===== src/rtl/softreg_pkg.sv =====
// Shared definitions for the softreg responder and its register file.
//   - FSM state encoding (IDLE / RESP) as legacy-compatible constants
//   - Width of the saturating error counter exposed through the status register
//   - Value returned for reads of illegal addresses
//   - Saturating increment helper for the error counter
package softreg_pkg;

    typedef logic [0:0] state_t;

    localparam state_t ST_IDLE = 1'b0;
    localparam state_t ST_RESP = 1'b1;

    localparam int STATUS_ERR_WIDTH = 16;

    localparam int ILLEGAL_READ_VALUE = 0;

    // Counter sticks at all-ones instead of wrapping back to zero.
    function automatic logic [STATUS_ERR_WIDTH-1:0] err_sat_inc(
        input logic [STATUS_ERR_WIDTH-1:0] cnt
    );
        return (&cnt) ? cnt : cnt + STATUS_ERR_WIDTH'(1);
    endfunction

endpackage


===== src/rtl/softreg_regfile.sv =====
// Register file behind the softreg responder.
//   clock      : rising-edge clock
//   reset      : synchronous active-low clear of every register
//   wr_en      : write strobe for wr_index/wr_data
//   wr_index   : register written when wr_en is high
//   wr_data    : data written
//   rd_index   : combinational read index
//   rd_data    : contents of register rd_index (0 when out of range)
//   regs_flat  : all registers, reg i at [i*DATA_WIDTH +: DATA_WIDTH]
module softreg_regfile
    import softreg_pkg::*;
#(
    parameter int NUM_REGS   = 16,
    parameter int DATA_WIDTH = 64,
    parameter int IDX_WIDTH  = 4
) (
    input  logic                           clock,
    input  logic                           reset,
    input  logic                           wr_en,
    input  logic [IDX_WIDTH-1:0]           wr_index,
    input  logic [DATA_WIDTH-1:0]          wr_data,
    input  logic [IDX_WIDTH-1:0]           rd_index,
    output logic [DATA_WIDTH-1:0]          rd_data,
    output logic [NUM_REGS*DATA_WIDTH-1:0] regs_flat
);

    logic [DATA_WIDTH-1:0] mem [NUM_REGS];

    always_ff @(posedge clock) begin
        if (!reset) begin
            for (int i = 0; i < NUM_REGS; i++) begin
                mem[i] <= '0;
            end
        end else if (wr_en) begin
            mem[wr_index] <= wr_data;
        end
    end

    // For non-power-of-two register counts the index can name a missing
    // register; return zero rather than an undefined array element.
    assign rd_data = (32'(rd_index) < NUM_REGS) ? mem[rd_index] : '0;

    for (genvar g = 0; g < NUM_REGS; g++) begin : g_flat
        assign regs_flat[g*DATA_WIDTH +: DATA_WIDTH] = mem[g];
    end

endmodule


===== src/rtl/softreg_responder.sv =====
// Softreg responder: host-facing request/response front end for a small
// register file, with a status register that reports illegal accesses.
//   clock / reset                 : rising-edge clock, synchronous active-low reset
//   io_softreg_req_*              : host request (valid/ready, addr, wdata, wr)
//   io_softreg_resp_*             : read response (valid/ready, rdata)
//   regs_out                      : flat view of every register
//   wr_pulse / wr_index           : one-cycle strobe and index per committed write
// Address NUM_REGS is the status register (reads return the error count,
// writes clear it); any higher address is illegal and bumps the count.
module softreg_responder
    import softreg_pkg::*;
#(
    parameter int ADDR_WIDTH = 32,
    parameter int DATA_WIDTH = 64,
    parameter int NUM_REGS   = 16
) (
    input  logic                           clock,
    input  logic                           reset,
    input  logic                           io_softreg_req_valid,
    output logic                           io_softreg_req_ready,
    input  logic [ADDR_WIDTH-1:0]          io_softreg_req_bits_addr,
    input  logic [DATA_WIDTH-1:0]          io_softreg_req_bits_wdata,
    input  logic                           io_softreg_req_bits_wr,
    output logic                           io_softreg_resp_valid,
    input  logic                           io_softreg_resp_ready,
    output logic [DATA_WIDTH-1:0]          io_softreg_resp_bits_rdata,
    output logic [NUM_REGS*DATA_WIDTH-1:0] regs_out,
    output logic                           wr_pulse,
    output logic [7:0]                     wr_index
);

    localparam int IDX_WIDTH = $clog2(NUM_REGS);

    // One extra bit keeps the comparison exact even when NUM_REGS does not
    // fit in ADDR_WIDTH bits; the full address always takes part.
    localparam logic [ADDR_WIDTH:0] NUM_REGS_EXT = (ADDR_WIDTH+1)'(NUM_REGS);

    state_t                      state;
    logic [STATUS_ERR_WIDTH-1:0] err_cnt;
    logic [DATA_WIDTH-1:0]       rdata;

    logic [ADDR_WIDTH:0]   addr_ext;
    logic                  addr_in_range;
    logic                  addr_is_status;
    logic                  addr_illegal;
    logic [IDX_WIDTH-1:0]  reg_index;
    logic                  accept;
    logic                  reg_wr_en;
    logic [DATA_WIDTH-1:0] reg_rd_data;
    logic [DATA_WIDTH-1:0] read_value;

    assign addr_ext       = {1'b0, io_softreg_req_bits_addr};
    assign addr_in_range  = addr_ext < NUM_REGS_EXT;
    assign addr_is_status = addr_ext == NUM_REGS_EXT;
    assign addr_illegal   = !addr_in_range && !addr_is_status;
    assign reg_index      = io_softreg_req_bits_addr[IDX_WIDTH-1:0];

    // Ready is masked by reset so the host never sees a request taken while
    // the responder is being cleared.
    assign io_softreg_req_ready = reset && (state == ST_IDLE);
    assign accept               = io_softreg_req_valid && io_softreg_req_ready;
    assign reg_wr_en            = accept && io_softreg_req_bits_wr && addr_in_range;

    softreg_regfile #(
        .NUM_REGS   (NUM_REGS),
        .DATA_WIDTH (DATA_WIDTH),
        .IDX_WIDTH  (IDX_WIDTH)
    ) u_regfile (
        .clock     (clock),
        .reset     (reset),
        .wr_en     (reg_wr_en),
        .wr_index  (reg_index),
        .wr_data   (io_softreg_req_bits_wdata),
        .rd_index  (reg_index),
        .rd_data   (reg_rd_data),
        .regs_flat (regs_out)
    );

    // Read data source chosen by address class.
    always_comb begin
        read_value = DATA_WIDTH'(ILLEGAL_READ_VALUE);
        if (addr_in_range) begin
            read_value = reg_rd_data;
        end else if (addr_is_status) begin
            read_value = DATA_WIDTH'(err_cnt);
        end
    end

    always_ff @(posedge clock) begin
        if (!reset) begin
            state    <= ST_IDLE;
            err_cnt  <= '0;
            rdata    <= '0;
            wr_pulse <= 1'b0;
            wr_index <= '0;
        end else begin
            wr_pulse <= 1'b0;
            case (state)
                ST_IDLE: begin
                    if (accept) begin
                        if (io_softreg_req_bits_wr) begin
                            if (addr_in_range) begin
                                wr_pulse <= 1'b1;
                                wr_index <= 8'(reg_index);
                            end else if (addr_is_status) begin
                                err_cnt <= '0;
                            end else begin
                                err_cnt <= err_sat_inc(err_cnt);
                            end
                        end else begin
                            rdata <= read_value;
                            state <= ST_RESP;
                            if (addr_illegal) begin
                                err_cnt <= err_sat_inc(err_cnt);
                            end
                        end
                    end
                end
                ST_RESP: begin
                    if (io_softreg_resp_ready) begin
                        state <= ST_IDLE;
                    end
                end
            endcase
        end
    end

    assign io_softreg_resp_valid      = (state == ST_RESP);
    assign io_softreg_resp_bits_rdata = rdata;

endmodule


===== config.mk =====
export PLATFORM = sky130hd
export DESIGN_NAME = softreg_responder
export DESIGN_NICKNAME = d
export VERILOG_FILES = /design/src/rtl/softreg_pkg.sv /design/src/rtl/softreg_regfile.sv /design/src/rtl/softreg_responder.sv
export SDC_FILE = /design/constraint.sdc
export NUM_CORES = 2
export LEC_CHECK = 0
export CAP_MARGIN = 20
export CELL_PAD_IN_SITES_DETAIL_PLACEMENT = 1
export CELL_PAD_IN_SITES_GLOBAL_PLACEMENT = 1
export CORE_AREA = 2 2 466 468
export DETAILED_ROUTE_END_ITERATION = 8
export DIE_AREA = 0 0 468 470
export DONT_BUFFER_PORTS = 1
export PLACE_DENSITY_LB_ADDON = 0.1
export SLEW_MARGIN = 15
export SYNTH_ARGS = -nofsm -noshare
export SYNTH_HDL_FRONTEND = slang
export SYNTH_HIERARCHICAL = 1
export SYNTH_SLANG_ARGS = --single-unit

===== constraint.sdc =====
create_clock -name clock -period 14.5 [get_ports clock]
set_input_delay 1.45 -clock clock [delete_from_list [all_inputs] [get_ports clock]]
set_output_delay 1.45 -clock clock [all_outputs]
set_load 0.02 [all_outputs]

==> out/qor.tcl <==
set qor(cts_setup_buffers) 0
set qor(cp_cell_sequence) {nor4_1 > nand4_2 > nor4_4 > buf_6 > nand4b_4 > nor3_2 > buf_4 > nand2b_4 > buf_4}
set qor(dp_cells) 5835
set qor(num_vias) 30300
set qor(total_power_mw) 7.66
set qor(cts_root_buffer) {sky130_fd_sc_hd__clkbuf_16}
set qor(cts.htree.levels) 4
set qor(place_congestion) 0.837
set qor(detailedPlacementHpwl_mm) 180
set qor(final.setup_skew_ns) 0.0417
set qor(share_seq_of_total_power_pct) 49.3
set qor(yosys_warnings) 6
set qor(groute.usage.overall_pct) 23.1
set qor(path_max_fanout) 65
set qor(worst_reg_to_reg_path_cell_count) 9
set qor(vdd_drop_max_v) 0.000125
set qor(grt_max_degree) 266
set qor(post_cts_resized) 0
set qor(clock_insertion_delay_worst_skew_ns) 0.83
set qor(largest_stage_delay_on_the_critical_path_ns) 0.67
set qor(first_pass_grt_wire_length_mm) 338
set qor(rsz0062_at_grt) {false}
set qor(fmax_ghz) 0.190
set qor(clock_power_share_pct) 46.7
set qor(post-route-min-period_ns) 5.27
set qor(synth_top_cell_by_area) {sky130_fd_sc_hd__edfxtp_1}
set qor(power.net_switching_mw) 1.91
set qor(synth_area_um2) 49300
set qor(first_iter_violations) 2973
set qor(path_common_cell) {sky130_fd_sc_hd__buf_4}
set qor(path_class) {input port to flip-flop}
set qor(layoutNonFillerInstCount) 6128
set qor(slew_headroom_pct) 15.3
set qor(die_width_um) 468
set qor(max-clock-path-buffers) 3
set qor(timing_max_transition_violations_final) 0
set qor(initial_antenna_violation_count) 26
set qor(dpl-instance-area_um2) 52400
set qor(drcViolationCount) 0
set qor(slowest_stage) {sky130_fd_sc_hd__buf_4}
set qor(cts_hold_buf) 0
set qor(first_global_vias) 31600
set qor(required_ns) 14.93
set qor(syn_to_final_growth_pct) 15.9
set qor(synthesis.area_per_instance_um2) 15.4
set qor(final-setup-viol-count) 0
set qor(cell_internal_pwr_mw) 5.75
set qor(floorplan.core_area_um2) 216000
set qor(overflow) 0
set qor(synth_cell_type_count) 64
set qor(postSynthRegisterBits) 1110
set qor(io_buffers) 0
set qor(min_path_cells) 2
set qor(drt.antenna.violating_nets) 0
set qor(cts_buffers) 144
set qor(io_pins) 1200
set qor(floorplan.die.height_um) 470
set qor(vias_per_cell) 4.95
set qor(finalCoreUtilization_pct) 26.5
set qor(cts_tree) {yes}
set qor(start_kind) {input port}
set qor(synthTopCellsByArea) {sky130_fd_sc_hd__edfxtp_1 62%, sky130_fd_sc_hd__and2_1 13%, sky130_fd_sc_hd__mux4_2 12%}
set qor(setup-tns-final_ns) 0
set qor(clock_net_sink_count) 1110
set qor(commonest_non_fill_non_tap_cell_in_the_layout) {sky130_fd_sc_hd__and2_1}
set qor(actual_transition_at_the_worst_max_transition_pin_ns) 1.27
set qor(critPathCaptureType) {flip-flop}
set qor(layout-drive-gt1-share_pct) 18.2
set qor(drv_cap) 0
set qor(hold_path.class) {flip-flop to flip-flop}
set qor(placement_rows) 171
set qor(yosys.area.top_type_share_pct) 62.4
set qor(critical_path_arrival_ns) 5.70
set qor(stdcell_area_um2) 57100
set qor(finish.net_count) 3230
set qor(dr.pass1.iters) 6
set qor(most-common-layout-cells) {1025 x sky130_fd_sc_hd__and2_1, 1024 x sky130_fd_sc_hd__edfxtp_1, 256 x sky130_fd_sc_hd__mux4_2}
set qor(power.density_cell_area_nw_per_um2) 134
set qor(synth.yosys.seq_area_share_pct) 65.8
set qor(initial_core_util_pct) 22.9
set qor(die_area_um2) 220000
set qor(leakage_nw) 20.2
set qor(hold_violations) 0
set qor(avgRoutedWirePerCell_um) 42.8
set qor(worst_setup_hold_path_clk_slew_ns) 0.06
set qor(netlist_instances) 3198
set qor(power.combinational.fraction_pct) 3.9
set qor(switching_share_pct) 24.9
set qor(aggregate_routed_wire_length_mm) 262
set qor(status) {complete, no violations}
set qor(period_share_pct) 36.3
worst max-delay path: cells and delay by family:
family	cells	cell delay [ns]
buf+inv	3	1.50
simple gates	6	2.52
through the flow:
step | hold WS (ns) | setup WS, ns
after global placement | 0.493 | 7.82
after floorplan | 0.465 | 6.18
after detailed placement | 0.523 | 7.77
after CTS | 0.532 | 8.66
final | 0.538 | 9.23
after global routing | 0.574 | 8.96
routing by layer:
metal / up-vias / share of wire, % / track usage [%]
li1: 11800 / - / -
met1: 16600 / 36 / 25.7
met2: 1644 / 49 / 39.0
met3: 295 / 12 / 10.3
met4: 0 / 3.1 / 7.74
met5: - / 0 / 0
worst paths after layout:
check                                    from                   end  slack (ns)
setup / recovery  io_softreg_req_bits_addr[5]  u_regfile/mem[4][16]        9.23
hold / removal                    err_cnt[11]           err_cnt[11]        0.54
setup reg to reg        io_softreg_resp_valid  u_regfile/mem[4][16]        9.78
hold reg to reg                   err_cnt[11]           err_cnt[11]        0.54
power groups by stage:
stage	Clock [mW]	Sequential (mW)	Combinational (mW)
2_1_floorplan	0	3.78	0.225
6_report	3.58	3.78	0.302
3_5_place_dp	0	3.84	0.311
5_1_grt	3.78	3.78	0.315
3_3_place_gp	0	3.84	0.307
4_1_cts	3.67	3.78	0.312
synth_stat cells (all sizes together):
library cell	n
a21oi	11
a22oi	192
a31o	2
a31oi	3
a32o	2
and2	1026
and3	1
and3b	1
and4	1
buf	75
clkbuf	214
conb	1
dfxtp	86
edfxtp	1024
ha	1
inv	5
mux2i	4
mux4	256
nand2	90
nand2b	8
nand3	13
nand4	7
nand4b	2
nand4bb	1
nor2	85
nor2b	4
nor3	11
nor4	11
o211a	1
o211ai	2
o21a	2
o21ai	19
o221a	1
o2bb2ai	16
o311a	1
o31a	2
o31ai	6
o41ai	1
or2	2
or3	1
or4	7
flip-flops by register name (all words and copies together), names as in the netlist:
name                        count
err_cnt                        16
io_softreg_resp_bits_rdata     64
io_softreg_resp_valid           1
u_regfile/mem                1024
wr_index                        4
wr_pulse                        1
area by class of cell:
class                           instances  area [um^2]
Clock buffer                          188         3890
Tap cell                             2854         3570
Multi-Input combinational cell       1797        15800
Timing Repair Buffer                   70          634
Inverter                                5         21.3
Clock inverter                         73          703
Fill cell                           22700       159000
Antenna cell                           31         77.6
Sequential cell                      1110        32500
cells by family (layout without fill, tap and decap cells):
family | count (synthesis) | after routing | share of synthesized area, %
AND/OR/NAND/NOR | 1271 | 1271 | 15.6
flip-flops | 1110 | 1110 | 65.8
buffers and inverters | 294 | 336 | 2.75
AO/OA/AOI/OAI | 261 | 261 | 3.96
multiplexers | 260 | 260 | 11.8
adder cells (fa/ha/maj) | 1 | 1 | 0.0254
other | 1 | 35 | 0.00760
(Power assumes the default switching activity.)
